## src/rtl/histogram_readout_sequencer_if.sv

```systemverilog
// Record stream from the readout sequencer to its consumer.
// A record transfers on a rising clk edge where out_valid && out_ready; while out_valid is
// high and out_ready is low, out_bin/out_count/out_last hold and out_valid stays high.
interface histogram_readout_sequencer_if #(
  parameter int ADDR_WIDTH  = 10,
  parameter int COUNT_WIDTH = 32
);
  logic                   out_valid;
  logic                   out_ready;
  logic [ADDR_WIDTH-1:0]  out_bin;
  logic [COUNT_WIDTH-1:0] out_count;
  logic                   out_last;

  modport master (output out_valid, output out_bin, output out_count, output out_last,
                  input  out_ready);
  modport slave  (input  out_valid, input  out_bin, input  out_count, input  out_last,
                  output out_ready);
endinterface

```

## src/rtl/histogram_readout_sequencer.sv

```systemverilog
// Blocks histogram acquisition, walks every bin, streams each count out and optionally
// clears it; strobes that arrive while acquisition is blocked are counted as dropped.
module histogram_readout_sequencer #(
  parameter int ADDR_WIDTH   = 10,
  parameter int COUNT_WIDTH  = 32,
  parameter int READ_LATENCY = 2
) (
  input  logic                   clk,
  input  logic                   reset,
  input  logic                   start,
  input  logic                   clear_after_read,
  input  logic                   acq_value_ready,
  output logic                   hist_value_ready,
  output logic [ADDR_WIDTH-1:0]  hist_read_address,
  input  logic [COUNT_WIDTH-1:0] hist_read_data,
  output logic                   hist_clear_en,
  histogram_readout_sequencer_if.master rec,
  output logic                   busy,
  output logic                   done,
  output logic [15:0]            dropped_events,
  output logic [2:0]             state_dbg
);

  typedef enum logic [2:0] {
    S_IDLE    = 3'd0,
    S_DRAIN   = 3'd1,
    S_READ    = 3'd2,
    S_PRESENT = 3'd3,
    S_CLEAR   = 3'd4,
    S_NEXT    = 3'd5,
    S_DONE    = 3'd6
  } state_t;

  localparam int LW = $clog2(READ_LATENCY + 1) + 1;
  localparam logic [LW-1:0]         LAT_END  = LW'(READ_LATENCY);
  localparam logic [ADDR_WIDTH-1:0] LAST_BIN = '1;

  state_t                 state, state_nx;
  logic [ADDR_WIDTH-1:0]  addr;
  logic [COUNT_WIDTH-1:0] count_q;
  logic [LW-1:0]          lat_cnt;
  logic                   clear_q;
  logic                   acq_prev;
  logic [15:0]            dropped_q;
  logic                   blocked;
  logic                   valid;

  always_ff @(posedge clk) begin
    acq_prev <= acq_value_ready;
    if (reset) begin
      state     <= S_IDLE;
      addr      <= '0;
      count_q   <= '0;
      lat_cnt   <= '0;
      clear_q   <= 1'b0;
      dropped_q <= '0;
    end else begin
      state <= state_nx;
      if (state == S_IDLE && start) begin
        clear_q <= clear_after_read;
        addr    <= '0;
      end
      // Data for the held address is valid READ_LATENCY clocks after it changed.
      if (state == S_READ) begin
        if (lat_cnt == LAT_END) begin
          count_q <= hist_read_data;
          lat_cnt <= '0;
        end else begin
          lat_cnt <= lat_cnt + 1'b1;
        end
      end
      if (state == S_NEXT && addr != LAST_BIN) addr <= addr + 1'b1;
      if (blocked && acq_value_ready && !acq_prev && dropped_q != 16'hFFFF)
        dropped_q <= dropped_q + 16'd1;
    end
  end

  always_comb begin
    state_nx         = state;
    hist_value_ready = 1'b0;
    hist_clear_en    = 1'b0;
    valid            = 1'b0;
    done             = 1'b0;
    blocked          = 1'b0;
    busy             = 1'b0;
    // Reset outputs take effect in the cycle reset is seen, so a clear in flight is suppressed.
    if (reset) begin
      hist_value_ready = acq_value_ready;
    end else begin
      busy = (state != S_IDLE);
      case (state)
        S_IDLE: begin
          hist_value_ready = acq_value_ready;
          if (start) state_nx = S_DRAIN;
        end
        S_DRAIN: begin
          hist_value_ready = acq_value_ready;
          if (!acq_value_ready) state_nx = S_READ;
        end
        S_READ: begin
          blocked = 1'b1;
          if (lat_cnt == LAT_END) state_nx = S_PRESENT;
        end
        S_PRESENT: begin
          blocked = 1'b1;
          valid   = 1'b1;
          if (rec.out_ready) state_nx = clear_q ? S_CLEAR : S_NEXT;
        end
        S_CLEAR: begin
          blocked       = 1'b1;
          hist_clear_en = 1'b1;
          state_nx      = S_NEXT;
        end
        S_NEXT: begin
          blocked  = 1'b1;
          state_nx = (addr == LAST_BIN) ? S_DONE : S_READ;
        end
        S_DONE: begin
          blocked  = 1'b1;
          done     = 1'b1;
          state_nx = S_IDLE;
        end
        default: state_nx = S_IDLE;
      endcase
    end
  end

  assign hist_read_address = addr;
  assign rec.out_valid     = valid;
  assign rec.out_bin       = addr;
  assign rec.out_count     = count_q;
  assign rec.out_last      = valid && (addr == LAST_BIN);
  assign dropped_events    = dropped_q;
  assign state_dbg         = state;

endmodule

```

## src/flat_wrapper.sv

```systemverilog
// flat-port wrapper written by rule: the top's interface ports become plain ports
module histogram_readout_sequencer_flat 
#(
  parameter int ADDR_WIDTH   = 10,
  parameter int COUNT_WIDTH  = 32,
  parameter int READ_LATENCY = 2
)
  (clk, reset, start, clear_after_read, acq_value_ready, hist_value_ready, hist_read_address, hist_read_data, hist_clear_en, busy, done, dropped_events, state_dbg, rec_out_valid, rec_out_bin, rec_out_count, rec_out_last, rec_out_ready);
  histogram_readout_sequencer_if #(.ADDR_WIDTH(ADDR_WIDTH), .COUNT_WIDTH(COUNT_WIDTH)) rec_i ();
  input  logic clk;
  input  logic reset;
  input  logic start;
  input  logic clear_after_read;
  input  logic acq_value_ready;
  output logic hist_value_ready;
  output logic [ADDR_WIDTH-1:0] hist_read_address;
  input  logic [COUNT_WIDTH-1:0] hist_read_data;
  output logic hist_clear_en;
  output logic busy;
  output logic done;
  output logic [15:0] dropped_events;
  output logic [2:0] state_dbg;
  output wire logic [$bits(rec_i.out_valid)-1:0] rec_out_valid;
  output wire logic [$bits(rec_i.out_bin)-1:0] rec_out_bin;
  output wire logic [$bits(rec_i.out_count)-1:0] rec_out_count;
  output wire logic [$bits(rec_i.out_last)-1:0] rec_out_last;
  input wire logic [$bits(rec_i.out_ready)-1:0] rec_out_ready;
  assign rec_out_valid = rec_i.out_valid;
  assign rec_out_bin = rec_i.out_bin;
  assign rec_out_count = rec_i.out_count;
  assign rec_out_last = rec_i.out_last;
  assign rec_i.out_ready = rec_out_ready;
  histogram_readout_sequencer #(.ADDR_WIDTH(ADDR_WIDTH), .COUNT_WIDTH(COUNT_WIDTH), .READ_LATENCY(READ_LATENCY)) u_core (.clk(clk), .reset(reset), .start(start), .clear_after_read(clear_after_read), .acq_value_ready(acq_value_ready), .hist_value_ready(hist_value_ready), .hist_read_address(hist_read_address), .hist_read_data(hist_read_data), .hist_clear_en(hist_clear_en), .rec(rec_i), .busy(busy), .done(done), .dropped_events(dropped_events), .state_dbg(state_dbg));
endmodule
```

## config.mk

```make
export PLATFORM = sky130hd
export DESIGN_NAME = histogram_readout_sequencer_flat
export DESIGN_NICKNAME = d
export VERILOG_FILES = /design/src/rtl/histogram_readout_sequencer_if.sv /design/src/rtl/histogram_readout_sequencer.sv /design/src/flat_wrapper.sv
export SDC_FILE = /design/constraint.sdc
export NUM_CORES = 1
export LEC_CHECK = 0
export BUFFER_PORTS_ARGS = -buffer_cell sky130_fd_sc_hd__buf_2
export CAP_MARGIN = 20
export CORE_MARGIN = 2
export CORE_UTILIZATION = 51
export CTS_BUF_LIST = sky130_fd_sc_hd__clkbuf_8
export CTS_CLUSTER_SIZE = 25
export DETAILED_ROUTE_END_ITERATION = 8
export GPL_ROUTABILITY_DRIVEN = 0
export PLACE_DENSITY = 0.82
export SYNTH_ARGS = -nofsm -noshare
export SYNTH_HDL_FRONTEND = slang
export SYNTH_SLANG_ARGS = --single-unit
```

## constraint.sdc

```tcl
create_clock -name clk -period 2.5 [get_ports clk]
set_input_delay 0.375 -clock clk [delete_from_list [all_inputs] [get_ports clk]]
set_output_delay 0.375 -clock clk [all_outputs]
set_load 0.01 [all_outputs]
```

==> results of run 1 <==
worst max-delay path, stage by stage (launching register included):
cell and delay (ns):
dfxtp_2 0.38, ha_2 0.23, nand4_1 0.14, or3_1 0.45, nor4b_2 0.30, buf_2 0.18
metal layers:
layer  global-route usage [%]  routed length [µm]  vias up
li1                         -                   -     1548
met1                     28.6                3400     1438
met2                     38.6                3840      108
met3                     5.38                 454        6
met4                     8.67                  68        0
met5                        0                   0        -
state kept, by name, summed over array words and instances (netlist names):
register and flops:
u_core.hist_read_address 10, u_core.state_dbg 3, u_core.rec.out_count 32, u_core.lat_cnt 3
u_core.dropped_events 16, u_core.clear_q 1, u_core.acq_prev 1
where the power goes:
part	total (mW)	switching (mW)	internal (mW)
Combinational	0.124	0.0733	0.0503
Sequential	1.06	0.00644	1.06
Clock	1.09	0.428	0.663
cell usage after synthesis (all sizes together) (2+ instances only):
cell    instances  area, µm²
clkbuf         15       56.3
or3             5       31.3
nor2           19       71.3
nand3          19       95.1
a21oi          46        230
or4             2       22.5
xnor2           3       26.3
nor2b          10       62.6
nand2b          5       31.3
nor4b           5       56.3
dfxtp          66       1320
nand3b          3       22.5
o21ai           3       15.0
ha              2       25.0
nand2          77        289
mux2i           4       40.0
buf            13       88.8
a311oi          2       17.5
and3            3       18.8
nor4            7       43.8
o211ai          3       22.5
a22o            2       17.5
and2            6       37.5
a211oi          2       15.0
and4            7       61.3
mux2            9        101
nand4           5       31.3
a31oi           5       31.3
nor3b           4       35.0
nor3           11       55.1
inv             4       15.0
per-stage QoR:
step | cell area, µm² | setup WS [ns]
floorplan | 3100 | 0.361
global placement | 3670 | 0.281
detailed placement | 3670 | 0.188
CTS | 3920 | 0.0191
global route | 3930 | 0.0306
finish | 3930 | 0.107
worst max-delay path by stage:
stage	slack (ns)	end	cells past startpoint	startpoint
after global placement	0.28	rec_out_last	5	u_core.hist_read_address[0]$_SDFFE_PP0P_
after global routing	0.03	rec_out_last	5	u_core.hist_read_address[0]$_SDFFE_PP0P_
after detailed placement	0.19	rec_out_last	5	u_core.hist_read_address[0]$_SDFFE_PP0P_
final	0.11	rec_out_last	5	u_core.hist_read_address[0]$_SDFFE_PP0P_
after floorplan	0.36	rec_out_last	4	u_core.hist_read_address[0]$_SDFFE_PP0P_
after CTS	0.02	rec_out_last	5	u_core.hist_read_address[0]$_SDFFE_PP0P_
kinds of logic (layout without fill, tap and decap cells):
| kind of cell | Yosys count | after routing | share of synthesized area, % |
|---|---|---|---|
| buffers and inverters | 32 | 142 | 5.17 |
| AND/OR/NAND/NOR | 191 | 191 | 32.1 |
| multiplexers | 13 | 13 | 4.57 |
| flip-flops | 66 | 66 | 42.7 |
| AO/OA/AOI/OAI | 72 | 72 | 13.9 |
| XOR/XNOR | 3 | 3 | 0.849 |
| adder cells (fa/ha/maj) | 2 | 2 | 0.808 |
what timing repair did:
action,in CTS,in global routing
setup endpoints to repair,1,1
cloned,0,0
gates resized for setup,1,3
setup buffers,1,0
final cells by class:
class / count / area, µm²
Fill cell: 512 / 1960
Multi-Input combinational cell: 281 / 1620
Sequential cell: 66 / 1320
Timing Repair Buffer: 122 / 631
Clock buffer: 9 / 124
Clock inverter: 7 / 118
Tap cell: 75 / 93.8
Inverter: 4 / 15.0
==> results.md, run 1 <==
Finish:
- The most common library cell in the layout ignoring fill and taps is buf_2.
- The number of nets in the layout is 524.
- In the layout the commonest cells are buf_2, nand2_1, dfxtp_1.
- Leaving out filler cells and counting taps, the final layout contains 564.
- 0 antenna diodes ended up in the layout.
- Once layout is complete, the utilization of the core stands at 66.7%.
- The area growth from synthesis to layout is 26.9%.
- The share of final-layout standard cells stronger than drive strength 1 is 30.5%.

Clocking:
- The clock-pin slew on the worst setup and hold paths is 0.08 ns.
- The H-tree generated during clock tree synthesis spans 3 levels.
- Hold repair after CTS inserted 0 buffers.
- Clock tree synthesis found a total of 66 sinks.
- The clock tree from TritonCTS is built.
- Clock latency on the worst-skew pair, taken at its later pin, is 0.34 ns.
- The number of buffers inserted during clock tree synthesis is 9.
- No sink is reached through more buffers than the 2 on the longest clock path.
- The root buffer cell chosen for the clock tree is clkbuf_8.

Floorplanning:
- The I/O pin total is roughly 120.
- The full die area is around 6700 µm².
- The starting utilization of the core area is between 50 and 60%.
- The die is 81.9 µm wide.
- The die span in y is 81.9 µm.
- In this run the standard cell core region covers 5890 µm².
- The cell row count is 28.

Timing:
- The post-route clock skew is 0.0103 ns.
- Setup repair after global routing left no endpoint under its margin.
- Hold is met by 0.250 ns.
- The max-slew violation count is 0.
- The portion of the clock cycle consumed by the worst path in the final layout is 95.7%.
- The setup TNS after final layout is 0 ns.
- For the pin with the worst max-slew slack, the measured transition is roughly 0.62 ns.
- The clock period minus worst slack is 2.39 ns.
- The final hold violation count is 0.
- The final-report setup violation count is 0.
- The highest attainable clock frequency is 418 MHz.
- The worst pin sits at a relative slew slack of slightly below 60%.

Detailed routing:
- The average wire per standard cell is roughly 14 µm.
- The first routing iteration left 186 violations.
- Wires add up to 7770 µm.
- The ratio of routed vias to standard cells is 5.50.
- The count of TritonRoute iterations in the first routing pass is 5.
- In the routed design, unresolved DRC markers number 0.
- The via count is just over 3000.
- The post-detailed-route count of antenna-violating nets is 0.

Worst setup path:
- In this run the worst path has a maximum fanout of 7.
- In this run the register-to-register setup slack is 0.37 ns.
- The number of cells on the worst reg-to-reg path is 5.
- The critical path is of the reg2out type.
- The launch instance of the worst register-to-register path is u_core.dropped_events[0]$_SDFFE_PP0P_.
- The worst setup path is captured at an output pin.
- The data arrival time of the critical path is about 2.0 ns.
- The endpoint identified for the worst register-to-register timing path is u_core.dropped_events[10]$_SDFFE_PP0P_.
- The kind of launch point of the worst setup path is a register.
- The critical path required time is 2.12 ns.

Power:
- Dividing total power by cell area gives a power density of 580 nW/µm².
- The total power is around 2.3 mW.
- The leakage power is 1.67 nW.
- Across the VDD grid, the largest voltage drop is about 0.35 mV.

GRT:
- The initial antenna violation count is 0.
- The global router's overall resource usage is 23.0%.
- The first global-routing pass estimated 12000 µm of wire.
- The number of global-route vias before repair was 2703.
- Entering global routing, the biggest net connects 61 pins.
- The remaining global-route overflow is 0.

Min path:
- Along the worst hold path, the cell count comes to 1.
- The endpoint of the worst hold path is u_core.acq_prev$_DFF_P_.
- The path class of the tightest hold or removal check is in2reg.
- The origin of the worst min-delay path is acq_value_ready.

Logic synthesis:
- The post-synthesis average cell area is just over 8 µm².
- The synthesized netlist contains 49 unique library cells.
- Synthesis handed over a netlist of ~380 instances.
- Counting flops with an async set or reset pin after synthesis yields a share of 0%.
- The count of flip-flops with a built-in enable after synthesis is 0.
- The number of nets handed over by synthesis was 419.
- After synthesis the cells add up to 3100 µm².
- For this run, the number of Yosys warnings is 0.
- The post-synthesis sequential area ratio is a little over two fifths.
- The dominant synthesized flop cell is dfxtp_1.
- The number of storage elements in the synthesis netlist is 66.

Placed design:
- The detailed placement HPWL is 5510 µm.
- Counting tap cells, the placed design contains a total of 547 instances.
- The count of input and output buffers is 114.

Status:
- The flow ran to the end, and the final reports show no timing, DRC or antenna violations.

Job:
- The max capacitance violation total is 0.
(Power assumes the default switching activity.)
==> run 2, diff against run 1 <==
- ABC_AREA: unset -> 1
- CORE_MARGIN: 2 -> 8
==> results.md, run 2 <==
Status:
- Outcome: completed (unchanged).

Logic synthesis:
- The dominant cell by count in the synthesized netlist was nor2_1 (was nand2_1).
- The number of distinct library cells after synthesis came to 38 (was 49).
- The number of storage elements in the synthesis netlist is 66 (unchanged).
- The netlist area before placement is 3230 µm² (was 3100 µm²).
- The post-synthesis async set-or-reset flop share is 0% (unchanged).
- Commonest cells in the synthesized netlist: nor2_1, nand2_1, dfxtp_1 (was nand2_1, dfxtp_1, a21oi_1).
- Cell types with the largest area share after synthesis: dfxtp_1, nor2_1, nand2_1, o21ai_0, inv_1 (was dfxtp_1, nand2_1, a21oi_1, nand3_1, mux2_1).
- The post-synthesis sequential area ratio is 40.9% (was 42.7%).
- The yosys synthesis warning count is 0 (unchanged).
- The synthesized netlist net count is 504 (was 419).
- The gate count of the mapped netlist came to 464 (was 379).
- The post-synthesis average cell area is 6.96 µm² (was 8.17 µm²).
- The dominant synthesized flop cell is dfxtp_1 (unchanged).
- The fraction of post-synthesis cell area in the top cell type by area was 40.9% (was 42.7%).
- The largest area contributor in the netlist is dfxtp_1 (unchanged).
- The count of flip-flops with a built-in enable after synthesis came to 0 (unchanged).

Finish:
- The most common library cell in the layout ignoring fill and taps is buf_2 (unchanged).
- The post-route core utilization was 63.5% (was 66.7%).
- The number of nets in the layout is 605 (was 524).
- Commonest cells after routing, fill and taps aside: buf_2, nor2_1, nand2_1 (was buf_2, nand2_1, dfxtp_1).
- The design area is 3970 µm² (was 3930 µm²).
- The number of inserted diodes came to 0 (unchanged).
- The share of final-layout standard cells stronger than drive strength 1 is 28.6% (was 30.5%).
- The relative area change from synthesis to final layout is 22.8% (was 26.9%).
- The number of flip-flops in the largest register is 32 (unchanged).

Clocking:
- The clock net sink count is 66 (unchanged).
- The count of hold-fix buffers inserted at cts came to 0 (unchanged).
- The clock tree from TritonCTS was built (unchanged).
- The number of resized instances in the post-cts repair step came to 0 (was 1).
- The clock-pin slew on the worst setup and hold paths is 0.07 ns (was 0.08 ns).
- The H-tree depth was 3 (unchanged).
- The clock tree buffer depth came to 2 (unchanged).
- The number of buffers inserted during clock tree synthesis is 9 (unchanged).
- The number of post-CTS setup repair buffers is 0 (was 1).
- The clock latency reported for the late side of the worst-skew pair is 0.34 ns (about the same).
- The cell at the root of the clock tree is clkbuf_8 (unchanged).

Floorplanning:
- The x dimension of the die is 95.6 µm (was 81.9 µm).
- The area of the placeable core is 6240 µm² (was 5890 µm²).
- The starting utilization of the core area is 51.7% (was 52.6%).
- The I/O pin total is 115 (unchanged).
- The die span in y was 95.6 µm (was 81.9 µm).
- The cell row count is 29 (was 28).
- The full die area is 9130 µm² (was 6710 µm²).

Worst setup path:
- The path type of the worst setup path is reg2out (unchanged).
- The number of cells traversed by the worst register-to-register path is 8 (was 5).
- The critical path endpoint category is an output pin (unchanged).
- The maximum net fanout on the critical path came to 8 (was 7).
- The setup slack of the worst register-to-register path is 0.48 ns (was 0.37 ns).
- The capture instance of the worst register-to-register path is u_core.hist_read_address[0]$_SDFFE_PP0P_ (was u_core.dropped_events[10]$_SDFFE_PP0P_).
- The critical path required time came to 2.12 ns (about the same).
- The kind of launch point of the worst setup path is a register (unchanged).
- The data arrival time of the critical path is 1.70 ns (was 2.02 ns).
- The launch instance of the worst register-to-register path is u_core.hist_read_address[0]$_SDFFE_PP0P_ (was u_core.dropped_events[0]$_SDFFE_PP0P_).

Timing:
- The clock period minus worst slack is 2.08 ns (was 2.39 ns).
- The highest attainable clock frequency is 482 MHz (was 418 MHz).
- The transition at the pin with the smallest max-transition slack is 0.909 ns (was 0.623 ns).
- The final hold violation count came to 0 (unchanged).
- The max-slew violation count came to 0 (unchanged).
- Setup repair after global routing missed its margin: no (unchanged).
- The portion of the clock cycle consumed by the worst path in the final layout is 83.1% (was 95.7%).
- The post-route clock skew came to 0.0117 ns (was 0.0103 ns).
- The worst slew margin relative to its limit is 39.4% (was 58.1%).
- The setup TNS after final layout is 0 ns (unchanged).
- The final-report setup violation count is 0 (unchanged).

Detailed routing:
- The wire length reported by the detailed router is 8250 µm (was 7770 µm).
- The ratio of routed vias to standard cells was 4.99 (was 5.50).
- The average wire per standard cell is 12.8 µm (was 13.8 µm).
- The number of violations reported at the end of detailed-routing iteration 0 was 169 (was 186).
- The post-detailed-route count of antenna-violating nets came to 0 (unchanged).
- The post-detailed-route DRC marker count was 0 (unchanged).
- The count of TritonRoute iterations in the first routing pass is 5 (unchanged).
- The via count is 3230 (was 3100).

Power:
- The total power is 2.48 mW (was 2.28 mW).
- The total power per unit cell area is 624 nW/µm² (was 580 nW/µm²).
- The leakage power is 1.92 nW (was 1.67 nW).
- The maximum VDD drop is 0.384 mV (was 0.351 mV).

GRT:
- The remaining global-route overflow was 0 (unchanged).
- The global-route wire length before repair was 13600 µm (was 12000 µm).
- The largest net degree at the start of global routing is 41 (was 61).
- The initial antenna violation count is 0 (unchanged).
- The number of global-route vias before repair came to 3078 (was 2703).
- The global router's overall resource usage is 18.5% (was 23.0%).

Job:
- The max capacitance violation total is 0 (unchanged).

Placed design:
- The detailed placement HPWL is 6110 µm (was 5510 µm).
- The area after detailed placement is 3760 µm² (was 3670 µm²).
- The count of input and output buffers was 114 (unchanged).

Min path:
- The origin of the worst min-delay path is acq_value_ready (unchanged).
- The worst hold path class is in2reg (unchanged).
- The hold-critical path depth is 1 (unchanged).
- The endpoint of the worst hold path is u_core.acq_prev$_DFF_P_ (unchanged).
==> run 2: metal layers <==
layer,share of wire (%),vias up,GRT usage [%]
met1,41,1414,20.9
li1,-,1672,-
met4,1.9,0,8.83
met3,12,15,8.03
met2,45,129,29.5
met5,0,-,0
==> run 2: worst max path at each step <==
stage	startpoint	to	slack, ns
after global routing	u_core.hist_read_address[0]$_SDFFE_PP0P_	u_core.hist_read_address[0]$_SDFFE_PP0P_	0.21
after CTS	u_core.hist_read_address[0]$_SDFFE_PP0P_	rec_out_last	0.40
after global placement	u_core.hist_read_address[0]$_SDFFE_PP0P_	u_core.hist_read_address[0]$_SDFFE_PP0P_	0.56
final	u_core.hist_read_address[0]$_SDFFE_PP0P_	rec_out_last	0.42
after floorplan	u_core.hist_read_address[0]$_SDFFE_PP0P_	rec_out_last	0.88
after detailed placement	u_core.hist_read_address[0]$_SDFFE_PP0P_	u_core.hist_read_address[0]$_SDFFE_PP0P_	0.49
==> run 2: worst max-delay path, stage by stage, from the launching register on <==
cell     delay, ns
dfxtp_1       0.44
ha_1          0.21
nand2_1       0.09
nor2_1        0.18
and3_1        0.19
and3_1        0.14
buf_2         0.12
==> run 2: logic make-up after synthesis <==
| group | Yosys count | synth area share (%) |
|---|---|---|
| and+or+nand+nor | 259 | 35.5 |
| adders and majority gates | 2 | 0.775 |
| DFF | 66 | 40.9 |
| buffers and inverters | 61 | 9.19 |
| AOI/OAI and AO/OA | 71 | 12.2 |
| xor gates and xnor gates | 5 | 1.36 |
==> run 2: through the flow <==
stage | setup slack (ns) | hold slack, ns | instances
after floorplan | 0.880 | 0.403 | 464
after global placement | 0.558 | 0.457 | 631
after detailed placement | 0.491 | 0.473 | 631
after CTS | 0.404 | 0.186 | 647
after global routing | 0.207 | 0.173 | 647
final | 0.423 | 0.210 | 647
==> run 2: final cells by class <==
type                            count  area [µm²]
Clock inverter                      7        77.6
Tap cell                           77        96.3
Sequential cell                    66        1320
Clock buffer                        9         124
Timing Repair Buffer              117         606
Multi-Input combinational cell    337        1610
Inverter                           34         130
Fill cell                         577        2280
==> run 2: power breakdown <==
| part | switching, mW | internal, mW |
|---|---|---|
| registers | 0.0543 | 1.09 |
| clock network | 0.441 | 0.467 |
| logic | 0.260 | 0.163 |
| total | 0.755 | 1.72 |
